**src/rtl/glitch_pkg.sv**
```systemverilog
// Shared types and constants for the glitch sweep scheduler and its axis sequencers.
package glitch_pkg;

  localparam int CNT_W_DEFAULT = 32;

  typedef enum logic [2:0] {
    IDLE        = 3'd0,
    ARM         = 3'd1,
    WAIT_GLITCH = 3'd2,
    OBSERVE     = 3'd3,
    REPORT      = 3'd4,
    ADVANCE     = 3'd5,
    DONE        = 3'd6
  } state_t;

  localparam logic [1:0] RES_NONE    = 2'd0;
  localparam logic [1:0] RES_RESP    = 2'd1;
  localparam logic [1:0] RES_TIMEOUT = 2'd2;

endpackage

```
**src/rtl/sweep_axis.sv**
```systemverilog
// One sweep axis: latched start/end/step, current value and a "next step lies beyond end" flag.
module sweep_axis
  import glitch_pkg::*;
#(
  parameter int W = CNT_W_DEFAULT
) (
  input  logic         clk,
  input  logic         rst_n,
  input  logic         load,
  input  logic [W-1:0] cfg_start,
  input  logic [W-1:0] cfg_end,
  input  logic [W-1:0] cfg_step,
  input  logic         advance,
  input  logic         reload,
  output logic [W-1:0] value,
  output logic         wrap
);

  logic [W-1:0] start_r;
  logic [W-1:0] end_r;
  logic [W-1:0] step_r;
  logic [W:0]   next_s;

  // A zero step would stall the sweep forever, so it is stored as one.
  function automatic logic [W-1:0] eff_step(input logic [W-1:0] step);
    return (step == {W{1'b0}}) ? {{(W-1){1'b0}}, 1'b1} : step;
  endfunction

  // Next value is computed one bit wider so that overflow reads as beyond end.
  always_comb begin
    next_s = {1'b0, value} + {1'b0, step_r};
    wrap   = (next_s > {1'b0, end_r});
  end

  // Configuration latch and current-value register.
  always_ff @(posedge clk or negedge rst_n) begin
    if (!rst_n) begin
      start_r <= {W{1'b0}};
      end_r   <= {W{1'b0}};
      step_r  <= {{(W-1){1'b0}}, 1'b1};
      value   <= {W{1'b0}};
    end else if (load) begin
      start_r <= cfg_start;
      end_r   <= cfg_end;
      step_r  <= eff_step(cfg_step);
      value   <= cfg_start;
    end else if (advance) begin
      value <= next_s[W-1:0];
    end else if (reload) begin
      value <= start_r;
    end else begin
      value <= value;
    end
  end

endmodule

```
**src/rtl/glitch_sweep_scheduler.sv**
```systemverilog
// Automated 2-D offset/duration glitch campaign sequencer with result handshake.
// Optional per-point repetition is enabled by defining SWEEP_REPEAT_EN.
module glitch_sweep_scheduler
  import glitch_pkg::*;
#(
  parameter int CNT_W          = CNT_W_DEFAULT,
  parameter int OBS_CYCLES     = 1200000,
  parameter int GLITCH_TIMEOUT = 16777216
) (
  input  logic             clk,
  input  logic             rst_n,
  input  logic             start,
  input  logic             abort,
  input  logic [CNT_W-1:0] off_start,
  input  logic [CNT_W-1:0] off_end,
  input  logic [CNT_W-1:0] off_step,
  input  logic [CNT_W-1:0] dur_start,
  input  logic [CNT_W-1:0] dur_end,
  input  logic [CNT_W-1:0] dur_step,
  input  logic             glitch_done,
  input  logic             target_rx,
`ifdef SWEEP_REPEAT_EN
  input  logic [7:0]       rep_count,
  output logic [7:0]       rep_idx,
`endif
  output logic [CNT_W-1:0] offset,
  output logic [CNT_W-1:0] duration,
  output logic             target_reset,
  output logic             busy,
  output logic             res_valid,
  input  logic             res_ready,
  output logic [1:0]       res_code,
  output logic             sweep_done
);

  localparam int TMO_W = $clog2(GLITCH_TIMEOUT + 1);
  localparam int OBS_W = $clog2(OBS_CYCLES + 1);
  localparam logic [TMO_W-1:0] TMO_LAST = TMO_W'(GLITCH_TIMEOUT - 1);
  localparam logic [OBS_W-1:0] OBS_LAST = OBS_W'(OBS_CYCLES - 1);

  state_t           state_r;
  logic [TMO_W-1:0] tmo_r;
  logic [OBS_W-1:0] obs_r;
  logic             rx_meta_r;
  logic             rx_sync_r;
  logic             rx_prev_r;
  logic             rx_fall_s;
  logic             load_s;
  logic             dur_adv_s;
  logic             dur_reload_s;
  logic             off_adv_s;
  logic             dur_wrap_s;
  logic             off_wrap_s;
`ifdef SWEEP_REPEAT_EN
  logic [7:0]       rep_cnt_r;
  logic [7:0]       rep_idx_r;

  assign rep_idx = rep_idx_r;
`endif

  assign busy      = (state_r != IDLE);
  assign rx_fall_s = rx_prev_r & ~rx_sync_r;

  // Two-flop synchroniser for the target UART line plus an edge-history flop.
  always_ff @(posedge clk or negedge rst_n) begin
    if (!rst_n) begin
      rx_meta_r <= 1'b1;
      rx_sync_r <= 1'b1;
      rx_prev_r <= 1'b1;
    end else begin
      rx_meta_r <= target_rx;
      rx_sync_r <= rx_meta_r;
      rx_prev_r <= rx_sync_r;
    end
  end

  // Axis controls; abort suppresses every value change.
  always_comb begin
    load_s       = 1'b0;
    dur_adv_s    = 1'b0;
    dur_reload_s = 1'b0;
    off_adv_s    = 1'b0;
    if (abort) begin
      load_s = 1'b0;
    end else if (state_r == IDLE) begin
      load_s = start;
    end else if (state_r == ADVANCE) begin
      dur_adv_s    = ~dur_wrap_s;
      dur_reload_s = dur_wrap_s;
      off_adv_s    = dur_wrap_s & ~off_wrap_s;
    end else begin
      load_s = 1'b0;
    end
  end

  sweep_axis #(.W(CNT_W)) u_off_axis (
    .clk       (clk),
    .rst_n     (rst_n),
    .load      (load_s),
    .cfg_start (off_start),
    .cfg_end   (off_end),
    .cfg_step  (off_step),
    .advance   (off_adv_s),
    .reload    (1'b0),
    .value     (offset),
    .wrap      (off_wrap_s)
  );

  sweep_axis #(.W(CNT_W)) u_dur_axis (
    .clk       (clk),
    .rst_n     (rst_n),
    .load      (load_s),
    .cfg_start (dur_start),
    .cfg_end   (dur_end),
    .cfg_step  (dur_step),
    .advance   (dur_adv_s),
    .reload    (dur_reload_s),
    .value     (duration),
    .wrap      (dur_wrap_s)
  );

  // Sweep state machine with registered strobes and result record.
  always_ff @(posedge clk or negedge rst_n) begin
    if (!rst_n) begin
      state_r      <= IDLE;
      tmo_r        <= {TMO_W{1'b0}};
      obs_r        <= {OBS_W{1'b0}};
      target_reset <= 1'b0;
      res_valid    <= 1'b0;
      res_code     <= RES_NONE;
      sweep_done   <= 1'b0;
`ifdef SWEEP_REPEAT_EN
      rep_cnt_r    <= 8'd0;
      rep_idx_r    <= 8'd0;
`endif
    end else if (abort && (state_r != IDLE)) begin
      state_r      <= IDLE;
      target_reset <= 1'b0;
      res_valid    <= 1'b0;
      sweep_done   <= 1'b0;
    end else begin
      target_reset <= 1'b0;
      sweep_done   <= 1'b0;
      case (state_r)
        IDLE: begin
          if (start && !abort) begin
            state_r      <= ARM;
            target_reset <= 1'b1;
`ifdef SWEEP_REPEAT_EN
            rep_cnt_r    <= rep_count;
            rep_idx_r    <= 8'd0;
`endif
          end else begin
            state_r <= IDLE;
          end
        end
        ARM: begin
          tmo_r   <= {TMO_W{1'b0}};
          obs_r   <= {OBS_W{1'b0}};
          state_r <= WAIT_GLITCH;
        end
        WAIT_GLITCH: begin
          if (glitch_done) begin
            state_r <= OBSERVE;
          end else if (tmo_r == TMO_LAST) begin
            res_code  <= RES_TIMEOUT;
            res_valid <= 1'b1;
            state_r   <= REPORT;
          end else begin
            tmo_r <= tmo_r + {{(TMO_W-1){1'b0}}, 1'b1};
          end
        end
        OBSERVE: begin
          // An edge coinciding with window expiry still counts as a response.
          if (rx_fall_s) begin
            res_code  <= RES_RESP;
            res_valid <= 1'b1;
            state_r   <= REPORT;
          end else if (obs_r == OBS_LAST) begin
            res_code  <= RES_NONE;
            res_valid <= 1'b1;
            state_r   <= REPORT;
          end else begin
            obs_r <= obs_r + {{(OBS_W-1){1'b0}}, 1'b1};
          end
        end
        REPORT: begin
          if (res_ready) begin
            res_valid <= 1'b0;
`ifdef SWEEP_REPEAT_EN
            if (rep_idx_r != rep_cnt_r) begin
              rep_idx_r    <= rep_idx_r + 8'd1;
              target_reset <= 1'b1;
              state_r      <= ARM;
            end else begin
              state_r <= ADVANCE;
            end
`else
            state_r <= ADVANCE;
`endif
          end else begin
            state_r <= REPORT;
          end
        end
        ADVANCE: begin
`ifdef SWEEP_REPEAT_EN
          rep_idx_r <= 8'd0;
`endif
          if (dur_wrap_s && off_wrap_s) begin
            sweep_done <= 1'b1;
            state_r    <= DONE;
          end else begin
            target_reset <= 1'b1;
            state_r      <= ARM;
          end
        end
        DONE: begin
          state_r <= IDLE;
        end
        default: begin
          state_r <= IDLE;
        end
      endcase
    end
  end

endmodule

```
**config.mk**
```make
export PLATFORM = sky130hd
export DESIGN_NAME = glitch_sweep_scheduler
export DESIGN_NICKNAME = d
export VERILOG_FILES = /design/src/rtl/glitch_pkg.sv /design/src/rtl/sweep_axis.sv /design/src/rtl/glitch_sweep_scheduler.sv
export SDC_FILE = /design/constraint.sdc
export NUM_CORES = 1
export LEC_CHECK = 0
export CAP_MARGIN = 0
export CORE_ASPECT_RATIO = 0.6
export CORE_MARGIN = 4
export CORE_UTILIZATION = 55
export CTS_BUF_LIST = sky130_fd_sc_hd__clkbuf_16
export DETAILED_ROUTE_END_ITERATION = 8
export GPL_ROUTABILITY_DRIVEN = 0
export GPL_TIMING_DRIVEN = 0
export PLACE_DENSITY_LB_ADDON = 0.25
export REMOVE_ABC_BUFFERS = 1
export SYNTH_ARGS = -nofsm -noshare
export SYNTH_HDL_FRONTEND = slang
export SYNTH_SLANG_ARGS = --single-unit
```
**constraint.sdc**
```tcl
create_clock -name clk -period 5.7 [get_ports clk]
set_input_delay 1.71 -clock clk [delete_from_list [all_inputs] [get_ports clk]]
set_output_delay 1.71 -clock clk [all_outputs]
set_load 0.005 [all_outputs]
```
Word-level counts from Yosys, hierarchy flattened
Cells that the tools add are included.
{"block": "totals", "ff_bits": 281, "elab_cells": 118, "mem_count": 0, "mem_bits_ro": 0, "latchBits": 0, "ram_bits": 0}
{"block": "classes", "n_bitwise": 6, "n_reduce_logical": 19, "n_addsub": 4, "eq_ne": 18, "div": 0, "shift": 0, "n_lt_le_gt_ge": 2, "n_mux": 52, "mul": 0}
{"operator": "two-way mux 32 bit", "count": 7}
{"operator": "adder 32 x 32 -> 33 bit", "count": 2}
{"operator": "> comparator 33 x 32 -> 1 bit", "count": 2}
{"operator": "logical NOT 32 bit", "count": 2}
{"operator": "two-way mux 25 bit", "count": 2}
{"operator": "one-hot mux 25 bit (2 select lines)", "count": 1}
{"operator": "two-way mux 21 bit", "count": 2}
{"operator": "one-hot mux 21 bit (2 select lines)", "count": 1}
{"operator": "adder 25 x 1 -> 25 bit, second input constant", "count": 1}
{"operator": "equality test 25 x 24 -> 1 bit, second input constant", "count": 1}
{"operator": "two-way mux 1 bit", "count": 25}
{"operator": "adder 21 x 1 -> 21 bit, second input constant", "count": 1}
{"operator": "equality test 21 bit, second input constant", "count": 1}
{"operator": "two-way mux 3 bit", "count": 6}
{"operator": "one-hot mux 3 bit (6 select lines)", "count": 1}
{"operator": "!= test 3 bit, second input constant", "count": 4}
{"operator": "!= test 2 bit, second input constant", "count": 5}
{"operator": "AND reduction 5 bit", "count": 2}
{"operator": "two-way mux 2 bit", "count": 4}
{"operator": "!= test 4 bit, second input constant", "count": 2}
{"operator": "AND reduction 4 bit", "count": 2}
{"operator": "nonzero test 2 bit", "count": 4}
{"operator": "equality test 3 x 2 -> 1 bit, second input constant", "count": 2}
{"operator": "equality test 3 bit, second input constant", "count": 2}
{"operator": "12 further kinds", "count": 19}

Longest topological paths before layout
Gate-level depths: netlist of the first run.
{"block": "depth", "depth_word": 9, "mapped_depth": 22, "ltp_nobuf": 21}

Hierarchy
A second synthesis of the first run with hierarchy kept.
{"block": "hier_totals", "cells_unflattened": 1998, "hier_area_um2": 18863.1}
{"module": "sweep_axis (u_dur_axis)", "instances": 1, "area_each_um2": 7790.0, "cells_each": 812}
{"module": "sweep_axis (u_off_axis)", "instances": 1, "area_each_um2": 7747.4, "cells_each": 817}
{"module": "glitch_sweep_scheduler", "instances": 1, "area_each_um2": 3325.7, "cells_each": 369}

Least setup slack after synthesis of the first run
Ideal clock, no wire load.
{"block": "synth_path", "kind": "register to register", "start": "register u_off_axis.value[0]", "end": "register u_off_axis.value[17]", "arrival_ps": 4548, "setup_time_ps": 136, "stages_incl_launch_ff": 23, "path_slack_ps": 1016, "t_required_ps": 5564, "path_cell_list": "dfrtp_1 -> ha_1 -> fa_1 -> a21oi_1 -> o211a_1 -> o21ai_0 -> a31oi_1 -> o21bai_1 -> a21o_1 -> a21oi_1 -> xor2_1 -> inv_1 -> ha_1 -> nand4_1 -> nor4_1 -> o311a_1 -> a211oi_1 -> a31o_2 -> nand4_2 -> nor2_2 -> a21oi_2 -> buf_6 -> a211oi_2"}
{"block": "synth_via", "elab_chain_cells": 8}
{"element": "from (decl)", "line": "sweep_axis.sv:15", "source": "output logic [W-1:0] value,"}
{"element": "from (signal assigned)", "line": "sweep_axis.sv:41", "source": "value <= {W{1'b0}};"}
{"element": "from (signal assigned)", "line": "sweep_axis.sv:46", "source": "value <= cfg_start;"}
{"element": "from (signal assigned)", "line": "sweep_axis.sv:48", "source": "value <= next_s[W-1:0];"}
{"element": "adder 32 x 32 -> 33 bit *", "line": "sweep_axis.sv:31", "source": "next_s = {1'b0, value} + {1'b0, step_r};"}
{"element": "> comparator 33 x 32 -> 1 bit", "line": "sweep_axis.sv:32", "source": "wrap = (next_s > {1'b0, end_r});"}
{"element": "NOT 1 bit", "line": "glitch_sweep_scheduler.sv:90", "source": "off_adv_s = dur_wrap_s & ~off_wrap_s;"}
{"element": "bitwise AND 1 bit", "line": "glitch_sweep_scheduler.sv:90"}
{"element": "two-way mux 1 bit", "line": "glitch_sweep_scheduler.sv:87", "source": "end else if (state_r == ADVANCE) begin"}
{"element": "two-way mux 1 bit", "line": "glitch_sweep_scheduler.sv:85", "source": "end else if (state_r == IDLE) begin"}
{"element": "two-way mux 1 bit", "line": "glitch_sweep_scheduler.sv:83", "source": "if (abort) begin"}
{"element": "nonzero test 2 bit (no line)"}
Mark *: on every way between the ends. The rest lies on a longest branch, timed or not. The select of a mux whose other input is x is not followed.
A chain may end at the register's enable or synchronous reset.

Worst setup path in the final report of the first run
{"block": "layout_path", "start": "register u_off_axis.value[13]", "end": "register u_off_axis.value[8]"}
{"block": "layout_via", "elab_chain_cells": 8}
{"element": "adder 32 x 32 -> 33 bit", "line": "sweep_axis.sv:31"}
{"element": "> comparator 33 x 32 -> 1 bit", "line": "sweep_axis.sv:32"}
{"element": "NOT 1 bit", "line": "glitch_sweep_scheduler.sv:90"}
{"element": "bitwise AND 1 bit", "line": "glitch_sweep_scheduler.sv:90"}
{"element": "two-way mux 1 bit", "line": "glitch_sweep_scheduler.sv:87"}
{"element": "two-way mux 1 bit", "line": "glitch_sweep_scheduler.sv:85"}
{"element": "two-way mux 1 bit", "line": "glitch_sweep_scheduler.sv:83"}
{"element": "nonzero test 2 bit (no line)"}
No other way between the ends.

==> flow_summary.json, run 1 <==
{
  "status": "completed",
  "peakVddDrop_mv": 0.494,
  "critPathBufInv": 3,
  "setup_viol": 0,
  "critPathSlowestCell": "a311o_1",
  "grt_pass1_wl_um": 82100,
  "switching_power_uw": 7930,
  "nFillCells": 2327,
  "grt_antenna_before_repair": 9,
  "clk_pin_slew_ps": 70,
  "cellPowerDensity_mw_per_mm2": 761,
  "portBuffers": 268,
  "min_from": "rx_meta_r$_DFF_PN1_",
  "die_area_mm2": 0.0340,
  "gr-total-overflow": 0,
  "clkLatencyLatePin_ps": 580,
  "grt_start_max_net_pins": 126,
  "synth_top_area_share_pct": 40.5,
  "area_growth_pct": 25.9,
  "synth_most_common_cell": "nand2_1",
  "rows": 49,
  "drtAntennaViolNets": 0,
  "yosysSeqAreaShare_pct": 41.2,
  "slew_viol_final": 0,
  "num_io_pins": 269,
  "layout-drive-gt1-share_pct": 6.78,
  "reg2reg_from": "u_off_axis.value[13]$_DFFE_PN0P_",
  "cpLargestDelayFamily": "compound AO/OA/AOI/OAI gates",
  "dpl.hpwl_um": 38500,
  "hold_path_class": "reg -> reg",
  "fmax_mhz": 180,
  "hold_violations": 0,
  "syn-cell-area_mm2": 0.0171,
  "p_leak_uw": 0.0102,
  "crit_required_ps": 6180,
  "ys_warn_count": 0,
  "core_mm2": 0.0303,
  "routed_wirelength_um": 52600,
  "avgSynthCellArea_um2": 8.71,
  "yosys-top-cells-count": "nand2_1 (438), dfrtp_1 (276), o21ai_0 (152)",
  "vias": 15630,
  "relSlewSlack_pct": 30.6,
  "finalCriticalPeriod_ps": 5570,
  "grt_pass1_vias": 15269,
  "synth_cells": 1959,
  "worstPathCellList": "ha_1 > a21oi_1 > o21ai_1 > a311o_1 > or3_1 > o21ai_2 > nor2_1 > or2_2 > xnor2_1 > inv_1 > ha_1 > nand4_1 > nor4_4 > o311a_1 > a211oi_2 > a31o_2 > nand4_4 > nor3_4 > buf_12 > buf_16 > a221oi_2",
  "dp_cells": 2573,
  "critPathMaxFanout": 12,
  "crit_path_end_kind": "flip-flop",
  "cts-hold-fix-buffers": 0,
  "synth.area.top_cells": "dfrtp_1 (40%), nand2_1 (9.6%), ha_1 (9.5%)",
  "vias_per_cell": 5.91,
  "clkPwrFrac_pct": 10.5,
  "max_stage_delay_ps": 430,
  "ys_ff_latch": 281,
  "die_w_um": 235,
  "synth-main-ff-cell": "dfrtp_1",
  "cp_common_cell": "ha_1",
  "combPwrFrac_pct": 68.6,
  "crit_type": "reg -> reg",
  "synth_cell_types": 83,
  "grt_usage_pct": 29.9,
  "intPower_uw": 8410,
  "final_cells": 2643,
  "ys_async_sr_fraction_pct": 100,
  "p_sw_share_pct": 48.6,
  "p_seq_share_pct": 20.9,
  "drc_errors": 0,
  "clockRootBuffer": "clkbuf_16",
  "finalCritPeriodShare_pct": 97.7,
  "cp_data_arrival_time_ps": 6040,
  "numCtsBuffers": 28,
  "crit_path_start": "u_off_axis.value[13]$_DFFE_PN0P_",
  "drt_pre_antenna_iters": 6,
  "final_net_count": 2537,
  "post_drt_wl_per_cell_um": 19.9,
  "synth-edff-count": 0,
  "max_slew.worst_pin.slew_ps": 1040,
  "clkSinkCount": 281,
  "cts_buffer_depth": 3,
  "tritoncts": "done",
  "synth_top_area_cell": "dfrtp_1",
  "total_power_uw": 16300,
  "startpoint_type": "flip-flop",
  "die_h_um": 144,
  "floorplan.initialDensity_pct": 56.4,
  "drt_iter0_markers": 1550,
  "h-tree-depth": 1,
  "drv_cap": 0,
  "finClkSkew_ps": 24.6
}
-- state kept, by name (all words and copies together) (netlist names) --
register / cells
u_off_axis.value: 32
sweep_done: 1
res_code: 2
rx_sync_r: 1
rx_prev_r: 1
state_r: 3
res_valid: 1
target_reset: 1
u_off_axis.end_r: 32
obs_r: 21
u_dur_axis.value: 32
rx_meta_r: 1
tmo_r: 25
u_dur_axis.end_r: 32
u_dur_axis.start_r: 32
u_off_axis.step_r: 32
u_dur_axis.step_r: 32
-- cell families after synthesis --
| group | after synthesis | share of synthesized area (%) |
|---|---|---|
| muxes | 33 | 1.95 |
| xor gates and xnor gates | 90 | 4.62 |
| AOI/OAI and AO/OA | 449 | 18.0 |
| DFF | 281 | 41.2 |
| buffers and inverters | 226 | 5.32 |
| adders and majority gates | 132 | 9.76 |
| and+or+nand+nor | 748 | 19.1 |
-- power groups by stage --
stage               combinational [uW]  clock (uW)  sequential [uW]
global placement                  9770           0             3410
CTS                              10600        1740             3400
detailed placement               10300           0             3420
floorplan                         7100           0             3260
global route                     12300        1820             3500
finish                           11200        1710             3420
-- final timing paths --
| kind | slack (ps) | cells after the start | end |
|---|---|---|---|
| setup / recovery | 130 | 21 | u_off_axis.value[8]$_DFFE_PN0P_ |
| hold / removal | 360 | 0 | rx_sync_r$_DFF_PN1_ |
| setup reg to reg | 130 | 21 | u_off_axis.value[8]$_DFFE_PN0P_ |
| hold reg to reg | 360 | 0 | rx_sync_r$_DFF_PN1_ |
| max in group asynchronous | 3560 | 2 | u_dur_axis.end_r[12]$_DFFE_PN0P_ |
| min in group asynchronous | 1100 | 1 | u_off_axis.end_r[22]$_DFFE_PN0P_ |
-- what timing repair did --
item                       CTS  global route
buffers inserted             5             6
pin swaps                    3             6
gates resized for setup      9            22
gates cloned                 0             0
setup endpoints to repair   69            69
-- cell usage in the layout, fill, tap and decap left out, types with 4 or more instances in the layout --
cell type,count
nand4_1,34
a21o_1,43
nor2b_1,7
a211oi_1,14
clkdlybuf4s50_1,267
a211oi_2,5
inv_1,158
ha_1,130
o21bai_1,7
nand2b_1,16
o21a_1,9
a31oi_4,4
or2_2,5
buf_4,9
diode_2,7
nand3_1,40
o21ai_2,4
nor4_1,24
o21ai_0,152
o211ai_1,12
nor3_1,16
nor2_1,116
or3_1,7
nand2_1,437
xnor2_1,37
xor2_1,51
mux2i_1,31
a21oi_1,94
clkinv_1,5
buf_16,11
clkbuf_16,28
a221oi_2,29
and3_1,15
dfrtp_1,276
clkinv_2,7
dfstp_2,5
a22oi_1,30
buf_12,7
-- through the flow --
step / worst slack [ps] / hold WS [ps] / util (%) / setup TNS [ps] / area, um^2
4_1_cts: 4.34 / 358 / 70.3 / 0 / 21300
3_3_place_gp: -17030 / 355 / 65.7 / -4933490 / 19900
3_5_place_dp: -1130 / 349 / 67.2 / -54900 / 20400
5_1_grt: -52.2 / 359 / 70.9 / -812 / 21500
6_report: 132 / 358 / 70.9 / 0 / 21500
2_1_floorplan: -6920 / 345 / - / -1018020 / 16700
-- layout make-up --
class	instances	area, um^2	area share, %
inverters	148	556	2.59
repair buffers	295	3200	14.9
clock buffers	28	701	3.26
multi-input cells	1452	9350	43.5
well taps	408	510	2.38
flip-flops and latches	281	7040	32.8
clock inverters	24	115	0.536
diodes	7	17.5	0.0815
-- worst register-to-register path, delay by kind of cell (launching register included) --
kind | cells | cell delay, ps
buffers and inverters | 3 | 400
DFF | 1 | 410
xor gates and xnor gates | 1 | 270
adders and majority gates | 2 | 720
AOI/OAI and AO/OA | 8 | 1950
and+or+nand+nor | 7 | 1700
-- layer usage --
| metal | vias up | global-route usage [%] | part of all wire, % |
|---|---|---|---|
| met5 | - | 0 | 0.070 |
| met4 | 4 | 7.84 | 2.4 |
| met3 | 89 | 6.80 | 9.2 |
| met2 | 711 | 45.9 | 44 |
| met1 | 7570 | 43.3 | 44 |
| li1 | 7256 | - | - |
(Power assumes the default switching activity.)
==> run 2, diff against run 1 <==
==> constraint.sdc (replaced) <==
create_clock -name clk -period 5.7 [get_ports clk]
set_input_delay 0.57 -clock clk [delete_from_list [all_inputs] [get_ports clk]]
set_output_delay 0.57 -clock clk [all_outputs]
set_load 0.005 [all_outputs]
==> results of run 2 <==
Same layout as run 1 (identical final DEF). Status: finished, violations left: negative hold slack.
Main changes from that run: hold slack 358 ps -> -37.4 ps; number of hold violations in the final report 0 -> 9
